===== config.mk =====
export PLATFORM = sky130hd
export DESIGN_NAME = axis_trim_arb
export DESIGN_NICKNAME = d
export VERILOG_FILES = /design/src/rtl/axis_trim_pkg.sv /design/src/rtl/rr_arbiter.sv /design/src/rtl/axis_trim_arb.sv
export SDC_FILE = /design/constraint.sdc
export NUM_CORES = 1
export LEC_CHECK = 0
export BUFFER_PORTS_ARGS = -buffer_cell sky130_fd_sc_hd__buf_2
export CAP_MARGIN = 20
export CELL_PAD_IN_SITES_DETAIL_PLACEMENT = 2
export CELL_PAD_IN_SITES_GLOBAL_PLACEMENT = 2
export CORE_AREA = 2 2 165 167
export CTS_BUF_LIST = sky130_fd_sc_hd__clkbuf_4 sky130_fd_sc_hd__clkbuf_8
export DETAILED_ROUTE_END_ITERATION = 8
export DIE_AREA = 0 0 167 169
export MAX_ROUTING_LAYER = met4
export PLACE_DENSITY_LB_ADDON = 0.1
export SETUP_SLACK_MARGIN = 0.02
export SYNTH_ARGS = -nofsm -noshare
export SYNTH_HDL_FRONTEND = slang
export SYNTH_SLANG_ARGS = --single-unit

===== constraint.sdc =====
create_clock -name clk -period 3 [get_ports clk]
set_input_delay 0.3 -clock clk [delete_from_list [all_inputs] [get_ports clk]]
set_output_delay 0.3 -clock clk [all_outputs]
set_load 0.02 [all_outputs]

===== src/rtl/axis_trim_pkg.sv =====
// Purpose: shared FSM state type and default parameters for the trim arbiter.
// Latency: n/a (types and constants only).
// Backpressure: n/a.
package axis_trim_pkg;

  localparam int DEF_DATA_WIDTH = 8;
  localparam int DEF_NUM_REQ    = 4;
  localparam int DEF_TRIM_LEN   = 7;

  typedef enum logic {
    IDLE = 1'b0,
    XFER = 1'b1
  } state_t;

endpackage


===== src/rtl/rr_arbiter.sv =====
// Purpose: round-robin pick among requests, searching upward from ptr with wrap.
// Latency: purely combinational.
// Backpressure: none; the caller decides when a pick is taken.
module rr_arbiter
  import axis_trim_pkg::*;
#(
  parameter int N = DEF_NUM_REQ
) (
  input  logic [N-1:0]         req,
  input  logic [$clog2(N)-1:0] ptr,
  output logic [N-1:0]         gnt,
  output logic [$clog2(N)-1:0] idx,
  output logic                 any
);

  localparam int IW = $clog2(N);

  int            cand;
  logic [IW-1:0] cand_idx;

  // First asserted request at or above ptr, wrapping to 0; at most one winner.
  always_comb begin
    gnt      = '0;
    idx      = '0;
    any      = 1'b0;
    cand     = 0;
    cand_idx = '0;
    for (int off = 0; off < N; off++) begin
      cand = int'(ptr) + off;
      if (cand >= N) begin
        cand = cand - N;
      end
      cand_idx = IW'(cand);
      if (!any && req[cand_idx]) begin
        any           = 1'b1;
        gnt[cand_idx] = 1'b1;
        idx           = cand_idx;
      end
    end
  end

endmodule


===== src/rtl/axis_trim_arb.sv =====
// Purpose: round-robin packet arbiter feeding one AXI-Stream trim datapath.
// Latency: 1 cycle from eligible valid to first m_tvalid; data path is combinational.
// Backpressure: m_tready passes straight to the granted requester; others see ready low.
module axis_trim_arb
  import axis_trim_pkg::*;
#(
  parameter int DATA_WIDTH = DEF_DATA_WIDTH,
  parameter int NUM_REQ    = DEF_NUM_REQ,
  parameter int TRIM_LEN   = DEF_TRIM_LEN
) (
  input  logic                            clk,
  input  logic                            rst_n,
  input  logic [NUM_REQ*DATA_WIDTH*8-1:0] s_tdata,
  input  logic [NUM_REQ*DATA_WIDTH-1:0]   s_tkeep,
  input  logic [NUM_REQ-1:0]              s_tlast,
  input  logic [NUM_REQ-1:0]              s_tvalid,
  output logic [NUM_REQ-1:0]              s_tready,
  input  logic [NUM_REQ*TRIM_LEN-1:0]     s_trim_len,
  input  logic [NUM_REQ-1:0]              req_en,
  output logic [DATA_WIDTH*8-1:0]         m_tdata,
  output logic [DATA_WIDTH-1:0]           m_tkeep,
  output logic                            m_tlast,
  output logic                            m_tvalid,
  input  logic                            m_tready,
  output logic [TRIM_LEN-1:0]             m_trim_len,
  output logic [$clog2(NUM_REQ)-1:0]      grant_id,
  output logic                            busy
);

  localparam int DW = DATA_WIDTH * 8;
  localparam int GW = $clog2(NUM_REQ);

  state_t              state_q, state_d;
  logic [GW-1:0]       rr_ptr_q, rr_ptr_d;
  logic [GW-1:0]       grant_id_q, grant_id_d;
  logic [TRIM_LEN-1:0] trim_len_q, trim_len_d;

  logic [NUM_REQ-1:0]  arb_gnt;
  logic [GW-1:0]       arb_idx;
  logic                arb_any;
  logic [TRIM_LEN-1:0] trim_sel;
  logic                last_acc;

  // The mask only matters while choosing; an in-flight packet ignores it.
  rr_arbiter #(.N(NUM_REQ)) u_rr (
    .req (s_tvalid & req_en),
    .ptr (rr_ptr_q),
    .gnt (arb_gnt),
    .idx (arb_idx),
    .any (arb_any)
  );

  // One-hot mux of the winner's trim length, captured at grant time.
  always_comb begin
    trim_sel = '0;
    for (int i = 0; i < NUM_REQ; i++) begin
      if (arb_gnt[i]) begin
        trim_sel = trim_sel | s_trim_len[i*TRIM_LEN +: TRIM_LEN];
      end
    end
  end

  // Route the granted requester through; zero the beat fields when not valid.
  always_comb begin
    m_tvalid = 1'b0;
    m_tdata  = '0;
    m_tkeep  = '0;
    m_tlast  = 1'b0;
    s_tready = '0;
    if (state_q == XFER) begin
      m_tvalid             = s_tvalid[grant_id_q];
      s_tready[grant_id_q] = m_tready;
      if (m_tvalid) begin
        m_tdata = s_tdata[grant_id_q*DW +: DW];
        m_tkeep = s_tkeep[grant_id_q*DATA_WIDTH +: DATA_WIDTH];
        m_tlast = s_tlast[grant_id_q];
      end
    end
  end

  assign last_acc = m_tvalid & m_tready & m_tlast;

  // Grant in IDLE, hold through XFER, release after the accepted last beat.
  always_comb begin
    state_d    = state_q;
    rr_ptr_d   = rr_ptr_q;
    grant_id_d = grant_id_q;
    trim_len_d = trim_len_q;
    case (state_q)
      IDLE: begin
        if (arb_any) begin
          state_d    = XFER;
          grant_id_d = arb_idx;
          trim_len_d = trim_sel;
        end
      end
      XFER: begin
        if (last_acc) begin
          state_d  = IDLE;
          rr_ptr_d = (grant_id_q == GW'(NUM_REQ - 1)) ? '0 : grant_id_q + 1'b1;
        end
      end
      default: state_d = IDLE;
    endcase
  end

  // State and grant registers; reset abandons any packet in flight.
  always_ff @(posedge clk or negedge rst_n) begin
    if (!rst_n) begin
      state_q    <= IDLE;
      rr_ptr_q   <= '0;
      grant_id_q <= '0;
      trim_len_q <= '0;
    end else begin
      state_q    <= state_d;
      rr_ptr_q   <= rr_ptr_d;
      grant_id_q <= grant_id_d;
      trim_len_q <= trim_len_d;
    end
  end

  assign busy       = (state_q == XFER);
  assign grant_id   = grant_id_q;
  assign m_trim_len = trim_len_q;

endmodule

==> flow_results.xml <==
<?xml version="1.0" encoding="UTF-8"?>
<metrics>
  <group name="grt">
    <metric name="grt_usage" unit="%">16.70</metric>
    <metric name="pin_count_of_the_biggest_net_entering_global_routing" unit="">58</metric>
    <metric name="overflow" unit="">0</metric>
    <metric name="antenna_found_initial" unit="">22</metric>
    <metric name="grt_first_pass_wirelength" unit="µm">34360</metric>
    <metric name="first_global_vias" unit="">5191</metric>
  </group>
  <group name="floorplan">
    <metric name="starting_density_of_the_core" unit="%">12.43</metric>
    <metric name="io_pins" unit="">419</metric>
    <metric name="dieHeight" unit="µm">169</metric>
    <metric name="horizontal_extent_of_the_die" unit="µm">167</metric>
    <metric name="placement_rows" unit="">60</metric>
    <metric name="design.die.area" unit="µm²">28220</metric>
    <metric name="coreArea" unit="µm²">26500</metric>
  </group>
  <group name="detailed_routing">
    <metric name="drc_violation_count_after_routing" unit="">0</metric>
    <metric name="dr.pass1.iters" unit="">4</metric>
    <metric name="via_per_inst" unit="">4.331</metric>
    <metric name="avgRoutedWirePerCell" unit="µm">23.04</metric>
    <metric name="detail_route.iter0.violations" unit="">156</metric>
    <metric name="detail_route.wirelength" unit="µm">24150</metric>
    <metric name="ant_nets" unit="">0</metric>
    <metric name="vias" unit="">4539</metric>
  </group>
  <group name="timing">
    <metric name="finalClockSkew" unit="ns">0.009574</metric>
    <metric name="post-route-period-util" unit="%">90.41</metric>
    <metric name="timing.setup.tns" unit="ns">0</metric>
    <metric name="setup_repair_after_global_routing_missed_its_margin" unit="">false</metric>
    <metric name="final-setup-viol-count" unit="">0</metric>
    <metric name="hold-worst-slack" unit="ns">0.3784</metric>
    <metric name="period_needed" unit="ns">2.712</metric>
    <metric name="final-hold-violation-count" unit="">0</metric>
    <metric name="final_max_tran_viols" unit="">0</metric>
    <metric name="timing.max_slew.rel_slack" unit="%">44.23</metric>
    <metric name="max_slew.worst_pin.slew" unit="ns">0.8327</metric>
    <metric name="max_freq" unit="MHz">368.7</metric>
  </group>
  <group name="place">
    <metric name="place.port_buffers" unit="">418</metric>
    <metric name="post-dp-hpwl" unit="µm">21010</metric>
    <metric name="routability_driven_placement_congestion_ratio" unit="">0.8807</metric>
    <metric name="dp_cells" unit="">1021</metric>
  </group>
  <group name="logic_synthesis">
    <metric name="unique_masters_post_synth" unit="">34</metric>
    <metric name="synth.yosys.warnings" unit="">0</metric>
    <metric name="ys_async_rst_share" unit="%">100.0</metric>
    <metric name="ys_seq_area_share" unit="%">9.119</metric>
    <metric name="post_synth_instance_area" unit="µm²">3293</metric>
    <metric name="synthesis.instances" unit="">288</metric>
    <metric name="postSynthRegisterBits" unit="">12</metric>
    <metric name="adder_and_majority_cell_fraction_of_the_synthesized_area" unit="%">4.559</metric>
    <metric name="synth.net_count" unit="">631</metric>
    <metric name="synth_compound_area_share" unit="%">8.701</metric>
    <metric name="synth_edf_count" unit="">0</metric>
    <metric name="synth_top_family_by_area" unit="">multiplexers</metric>
    <metric name="avgSynthCellArea" unit="µm²">11.43</metric>
    <metric name="synth-simple-area-share" unit="%">19.34</metric>
    <metric name="dominantRegCellSynth" unit="">dfrtp_1</metric>
    <metric name="synth_xor_area_share" unit="%">0</metric>
    <metric name="yosys-mux-area-fraction" unit="%">53.38</metric>
  </group>
  <group name="critical_path">
    <metric name="timing.setup.critical_path_class" unit="">flop to flop</metric>
    <metric name="timing.critical_path.arrival" unit="ns">2.82</metric>
    <metric name="worstSetupEndpointType" unit="">flop</metric>
    <metric name="crit_required" unit="ns">3.11</metric>
    <metric name="path_max_fanout" unit="">7</metric>
    <metric name="cp-start-kind" unit="">flop</metric>
  </group>
  <group name="layout">
    <metric name="multi_input_comb_area" unit="µm²">2831</metric>
    <metric name="fin_cells" unit="">1048</metric>
    <metric name="filler_instances" unit="">3094</metric>
    <metric name="layout.nets" unit="">1029</metric>
    <metric name="area_delta_synth_final" unit="%">79.37</metric>
    <metric name="regArea" unit="µm²">309.0</metric>
    <metric name="share_of_final_layout_standard_cells_stronger_than_drive_strength_1" unit="%">75.77</metric>
  </group>
  <group name="run">
    <metric name="maxcap_violations" unit="">0</metric>
  </group>
  <group name="power">
    <metric name="finalPower" unit="mW">4.871</metric>
    <metric name="ir_drop" unit="mV">0.2456</metric>
    <metric name="powerDensity" unit="nW/µm²">824.6</metric>
    <metric name="cell_leakage_power" unit="nW">3.102</metric>
  </group>
  <group name="cts">
    <metric name="clock_sink_count" unit="">12</metric>
    <metric name="cts-resized-gates" unit="">0</metric>
    <metric name="cts.path.max_buffers" unit="">2</metric>
    <metric name="tritoncts.num_buffers" unit="">3</metric>
    <metric name="path_clk_slew" unit="ns">0.06</metric>
    <metric name="clock_tree.htree_level_count" unit="">1</metric>
    <metric name="cts_root_buffer" unit="">clkbuf_8</metric>
    <metric name="source_to_sink_clock_delay_at_the_later_pin_of_the_worst_skew_pair" unit="ns">0.24</metric>
    <metric name="cts_tree" unit="">built</metric>
  </group>
  <group name="status">
    <metric name="run_status" unit="">finished clean</metric>
  </group>
  <group name="hold_path">
    <metric name="hold_path.class" unit="">input pin to flop</metric>
  </group>
</metrics>
==> cell type report <==
class / count / area share [%]
antenna: 22 / 0.9320
clock buffer: 4 / 0.9320
inverter: 6 / 0.3813
multi-input combinational: 235 / 47.93
sequential: 12 / 5.232
tap: 341 / 7.223
timing repair buffer: 428 / 37.36
==> power by group <==
part,switching [mW],total (mW),internal (mW)
clock network,0.0660,0.182,0.116
logic,2.34,4.24,1.91
registers,0.195,0.446,0.251
==> repair_timing <==
action	CTS	global route
endpoints found under the hold margin	12	0
hold buffers	1	0
buffers inserted	0	0
==> worst max-delay path, stage by stage (launching register included) <==
cell	delay, ns
dfrtp_1	0.46
inv_1	0.17
ha_1	0.32
inv_1	0.14
mux4_1	0.36
nor2b_4	0.17
a22o_1	0.19
a221o_2	0.39
a22oi_1	0.24
a31oi_1	0.12
==> layout by cell type, fill, tap and decap left out, types with 2 or more instances in the layout <==
cell | synthesis | final
buf_2 | 6 | 418
and3_1 | 77 | 77
mux4_2 | 75 | 75
diode_2 | 0 | 22
a22oi_1 | 14 | 14
ha_1 | 12 | 12
nor2_1 | 9 | 9
dfrtp_1 | 12 | 9
a31oi_1 | 8 | 8
nand2_1 | 6 | 6
buf_4 | 0 | 6
inv_1 | 5 | 5
nand3_1 | 4 | 4
clkbuf_8 | 0 | 4
buf_12 | 0 | 3
and2_1 | 2 | 2
mux2_2 | 2 | 2
mux2i_1 | 2 | 2
o31ai_1 | 2 | 2
or3_1 | 2 | 2
a22o_1 | 2 | 2
a221o_2 | 2 | 2
a22o_2 | 2 | 2
a221o_1 | 2 | 2
o21ai_0 | 2 | 2
dfrtp_4 | 0 | 2
==> routing by layer <==
layer	up-vias	track usage (%)	share of wire, %
li1	2053	-	-
met1	2290	17.87	37
met2	182	29.47	53
met3	14	5.869	8.1
met4	0	4.273	1.6
met5	-	-	0
==> stage by stage <==
| step | area, µm² | setup WS [ns] | util (%) |
|---|---|---|---|
| 4_1_cts | 5852 | 0.2463 | 22.08 |
| 3_5_place_dp | 5787 | 0.2876 | 21.84 |
| 2_1_floorplan | 3293 | 0.5065 | - |
| 3_3_place_gp | 5787 | 0.3928 | 21.84 |
| 6_report | 5907 | 0.2878 | 22.29 |
| 5_1_grt | 5907 | 0.07189 | 22.29 |
==> cells in the mapped netlist, drive strengths merged, types with 2 or more instances <==
cell | n | share of area [%]
dfrtp | 12 | 9.1
clkbuf | 28 | 3.2
a221o | 4 | 1.3
o31ai | 2 | 0.46
a31oi | 8 | 1.5
inv | 6 | 0.68
mux4 | 76 | 52
nand3 | 4 | 0.61
mux2i | 2 | 0.61
and3 | 77 | 15
o21ai | 2 | 0.30
or3 | 2 | 0.38
and2 | 4 | 0.84
buf | 7 | 1.0
ha | 12 | 4.6
a22o | 4 | 1.1
mux2 | 2 | 0.68
a22oi | 14 | 3.2
nor2 | 9 | 1.0
nand2 | 6 | 0.68
==> registers in the layout (all words and copies together) (netlist names) <==
signal	flops
grant_id	2
busy	1
m_trim_len	7
rr_ptr_q	2
==> logic make-up (layout without fill, tap and decap cells) <==
| group | count (synthesis) | count (layout) |
|---|---|---|
| AO/OA/AOI/OAI | 37 | 37 |
| adder cells (fa/ha/maj) | 12 | 12 |
| AND/OR/NAND/NOR | 106 | 106 |
| other | 0 | 22 |
| multiplexers | 80 | 80 |
| buffers and inverters | 41 | 438 |
| flip-flops | 12 | 12 |
==> final timing paths <==
check,slack [ns],endpoint,start,cells past startpoint
setup / recovery,0.29,m_trim_len[1],rr_ptr_q[1],9
hold / removal,0.38,m_trim_len[3],s_trim_len[24],3
setup reg to reg,0.29,m_trim_len[1],rr_ptr_q[1],9
hold reg to reg,0.55,m_trim_len[3],m_trim_len[3],2
max in group asynchronous,2.25,grant_id[0],rst_n,2
min in group asynchronous,0.48,m_trim_len[2],rst_n,2
Power figures use the tool's default switching activity.
